**src/rtl/cond_unit.sv**
```systemverilog
// Conditional-execution unit for the multicycle ARM core.
// Holds the NZCV flag register, evaluates the instruction condition field
// against it, and gates the control FSM's PC/register/memory write strobes.
module cond_unit #(
    parameter bit COND_REG = 1'b1  // 1: gate with CondEx delayed one cycle (execute -> writeback)
) (
    input  logic       clk,
    input  logic       reset,
    input  logic [3:0] Cond,
    input  logic [3:0] ALUFlags,
    input  logic [1:0] FlagW,
    input  logic       ALUOp,
    input  logic       PCS,
    input  logic       NextPC,
    input  logic       RegW,
    input  logic       MemW,
    output logic       PCWrite,
    output logic       RegWrite,
    output logic       MemWrite,
    output logic [3:0] Flags,
    output logic       CondEx
);

    logic [3:0] flags_q;
    logic       cond_ex_c;
    logic       cond_ex_q;
    logic       n, z, c, v;

    assign {n, z, c, v} = flags_q;

    // Evaluate the condition code against the stored flags (never ALUFlags)
    always_comb begin
        cond_ex_c = 1'b0;
        unique case (Cond)
            4'h0: cond_ex_c = z;
            4'h1: cond_ex_c = ~z;
            4'h2: cond_ex_c = c;
            4'h3: cond_ex_c = ~c;
            4'h4: cond_ex_c = n;
            4'h5: cond_ex_c = ~n;
            4'h6: cond_ex_c = v;
            4'h7: cond_ex_c = ~v;
            4'h8: cond_ex_c = c & ~z;
            4'h9: cond_ex_c = ~c | z;
            4'hA: cond_ex_c = (n == v);
            4'hB: cond_ex_c = (n != v);
            4'hC: cond_ex_c = ~z & (n == v);
            4'hD: cond_ex_c = z | (n != v);
            4'hE: cond_ex_c = 1'b1;
            4'hF: cond_ex_c = 1'b0;   // reserved encoding never executes
            default: cond_ex_c = 1'b0;
        endcase
    end

    // Flag register: N,Z and C,V halves load independently on a passing ALU op
    always_ff @(posedge clk) begin
        if (reset) begin
            flags_q <= 4'b0000;
        end else if (ALUOp && cond_ex_c) begin
            if (FlagW[1]) flags_q[3:2] <= ALUFlags[3:2];
            if (FlagW[0]) flags_q[1:0] <= ALUFlags[1:0];
        end
    end

    // Carry the execute-state evaluation into the writeback state
    always_ff @(posedge clk) begin
        if (reset) cond_ex_q <= 1'b0;
        else       cond_ex_q <= cond_ex_c;
    end

    // Select gating source and gate the FSM strobes
    always_comb begin
        CondEx   = COND_REG ? cond_ex_q : cond_ex_c;
        PCWrite  = NextPC | (PCS & CondEx);
        RegWrite = RegW & CondEx;
        MemWrite = MemW & CondEx;
    end

    assign Flags = flags_q;

endmodule
```
**config.mk**
```make
export PLATFORM = sky130hd
export DESIGN_NAME = cond_unit
export DESIGN_NICKNAME = d
export VERILOG_FILES = /design/src/rtl/cond_unit.sv
export SDC_FILE = /design/constraint.sdc
export NUM_CORES = 1
export LEC_CHECK = 0
export CORE_AREA = 2 2 39 41
export CTS_CLUSTER_DIAMETER = 200
export DETAILED_ROUTE_END_ITERATION = 8
export DIE_AREA = 0 0 41 43
export GPL_TIMING_DRIVEN = 1
export PLACE_DENSITY = 0.71
export SYNTH_ARGS = -nofsm -noshare
export SYNTH_HDL_FRONTEND = slang
export SYNTH_SLANG_ARGS = --single-unit
export TNS_END_PERCENT = 5
```
**constraint.sdc**
```tcl
create_clock -name clk -period 2.3 [get_ports clk]
set_input_delay 0.46 -clock clk [delete_from_list [all_inputs] [get_ports clk]]
set_output_delay 0.46 -clock clk [all_outputs]
set_load 0.1 [all_outputs]
```
==> impl_metrics.ini <==
[die]
die_area_um2 = 1763
start_util = 0.3201
pin_count = 25
die_h_um = 43
std_cell_rows = 14
die_x_um = 41
core-area_um2 = 1384

[placed_design]
io_buffers = 24
dpl_cell_area_um2 = 693.2
gp_congestion = 0.8548

[cts]
cts_sinks = 5
cts_buffer_depth = 2
htreeDepth = 1
cts_made_buffers = 3
cts_resized = 0
clkLatencyLatePin_ns = 0.24
root_buffer = clkbuf_4
path_clk_slew_ns = 0.04
post_cts_buffers = 0
cts_tree = done
holdBufCountCts = 0

[routing]
drt_iter0_drc = 4
top_layer = met4
routedWlPerCell_um = 11.66
dr.pass1.iters = 2
drc = 0
met1Wirelength_um = 473
routed_via_density = 4.902
met3_length_um = 99
met2_length_um = 492
totalWireLength_um = 1073
via_count = 451
ant_nets = 0

[sta]
hold_viol = 0
tightestPinTransition_ns = 0.3427
fin_setup_tns_ns = 0
final_max_slew_viol_count = 0
period_needed_ns = 1.994
setup_viol = 0
fin_skew_ns = 0.001580
maxSlewHeadroom = 0.7708
period_share = 0.8668
max_freq_ghz = 0.5016
rsz0062_at_grt = false

[yosys]
synthCells = 51
synth_warnings = 0
synthesis.nets = 68
syn_area_um2 = 442.9
ys_ff_latch = 5
synth_area_per_cell_um2 = 8.685
yosysSeqAreaShare = 0.2260
ys_types = 23

[critical_path]
cp-startpoint = Cond[1]
r2r_setup_slack_ns = 0.85
worst_ep_required_time_ns = 2.47
cpLargestDelayFamily = multiplexers
crit_arrival_ns = 2.16
worst_setup_path_end_kind = register
slowest_delay_ns = 0.60
critical_path_buf_inv_count = 1
crit_chain = clkdlybuf4s50_1 -> mux2i_1 -> mux2i_1 -> nand4_1 -> a21oi_2 -> mux2i_1
cp_max_fo = 6
cp_slowest_cell = clkdlybuf4s50_1
start_kind = input pin
rr_startpoint = Flags[2]
cpMostUsedCell = mux2i_1
criticalPathCategory = in -> reg

[grt]
grt_pass1_vias = 409
grt_pass1_wl_um = 1780
track_usage = 0.1556
grt_max_degree = 10
grt_overflow = 0
antenna_found_initial = 0

[cells_and_area]
area_growth_pct = 62.43
fin_area_um2 = 719.4
nets = 94
drive_gt1_frac = 0.1842
diodes = 0

[outcome]
status = complete, no violations

[power_and_ir_drop]
p_per_area_nw_per_um2 = 503.7
p_leak_nw = 0.2929
ir_drop_mv = 0.3702

[hold_path]
hp-start = Flags[2]
hp-class = reg -> reg

[run]
drv_cap = 0
## layout by cell type (no fill, tap or decap)
master and count:
o21ai_0 1, nor3_1 1, nor3b_1 2, and2_1 2, and3b_1 1, nand4_1 2, clkbuf_1 1, a21o_1 2
mux2i_1 8, a211oi_1 2, o2bb2ai_1 1, nor2b_1 1, a21oi_2 2, xnor2_1 2, or2b_1 3, nand2b_1 5
a21oi_1 1, nor4b_2 1, nand2_1 3, clkdlybuf4s50_1 16, dfxtp_1 5, nor2_1 2, buf_12 3, inv_1 1
clkbuf_4 3, buf_4 5
## metrics by stage
stage | total power [mW] | std cells | util | setup WS [ns] | hold WS (ns)
after floorplan | 0.2060 | 51 | - | 0.01648 | 0.5328
after global placement | 0.2619 | 88 | 0.5009 | 0.06828 | 0.5791
after detailed placement | 0.2634 | 88 | 0.5009 | 0.05743 | 0.5815
after CTS | 0.3686 | 92 | 0.5199 | 0.3083 | 0.5893
after global routing | 0.3839 | 92 | 0.5199 | 0.2120 | 0.6287
final | 0.3624 | 92 | 0.5199 | 0.3063 | 0.5787
## state kept, by name, indices dropped and copies added, names as in the netlist
name    cells
CondEx      1
Flags       4
## layout make-up
type                       instances  area, um2
inverter                           1      3.754
tap                               16      20.02
clock buffer                       4      26.28
multi-input combinational         42      311.5
timing repair buffer              24      257.7
sequential                         5      100.1
fill                             131      664.4
## report_power, final
part,internal [mW],switching (mW)
Combinational,0.0647,0.0979
Sequential,0.0923,0.00646
Clock,0.0655,0.0354
## worst min-delay path, stage by stage (launching register included)
cell	delay, ns
dfxtp_1	0.37
nand2b_1	0.10
mux2i_1	0.06
## layer usage
metal  global-route usage  vias up
met5                    0        -
met4              0.06000        0
met3              0.07853        2
met2               0.2344       17
met1               0.1801      200
li1                     -      232
## cell families after synthesis
group	count (synthesis)	share of synthesized area
AOI/OAI and AO/OA	9	0.1497
xor gates and xnor gates	2	0.03956
buffers and inverters	4	0.07060
DFF	5	0.2260
muxes	8	0.1808
and+or+nand+nor	23	0.3333
## synth_stat cells
master | number | area share
nor4b_2 | 1 | 0.034
nor3b_1 | 2 | 0.034
and2_1 | 2 | 0.028
a211oi_1 | 2 | 0.034
nand2_1 | 3 | 0.025
mux2i_1 | 8 | 0.18
inv_1 | 1 | 0.0085
nor2b_1 | 1 | 0.014
xnor2_1 | 2 | 0.040
buf_2 | 1 | 0.011
buf_6 | 2 | 0.051
nand2b_1 | 5 | 0.071
o2bb2ai_1 | 1 | 0.020
o21ai_0 | 1 | 0.011
and3b_1 | 1 | 0.020
a21oi_2 | 2 | 0.040
a21oi_1 | 1 | 0.011
or2b_1 | 3 | 0.051
a21o_1 | 2 | 0.034
dfxtp_1 | 5 | 0.23
nor2_1 | 2 | 0.017
nand4_1 | 2 | 0.028
nor3_1 | 1 | 0.011
## final timing paths
check	to	cells past startpoint
max reg2reg	Flags[0]	5
min	Flags[2]	2
max	Flags[0]	6
min reg2reg	Flags[2]	2
Power figures use the tool's default switching activity.
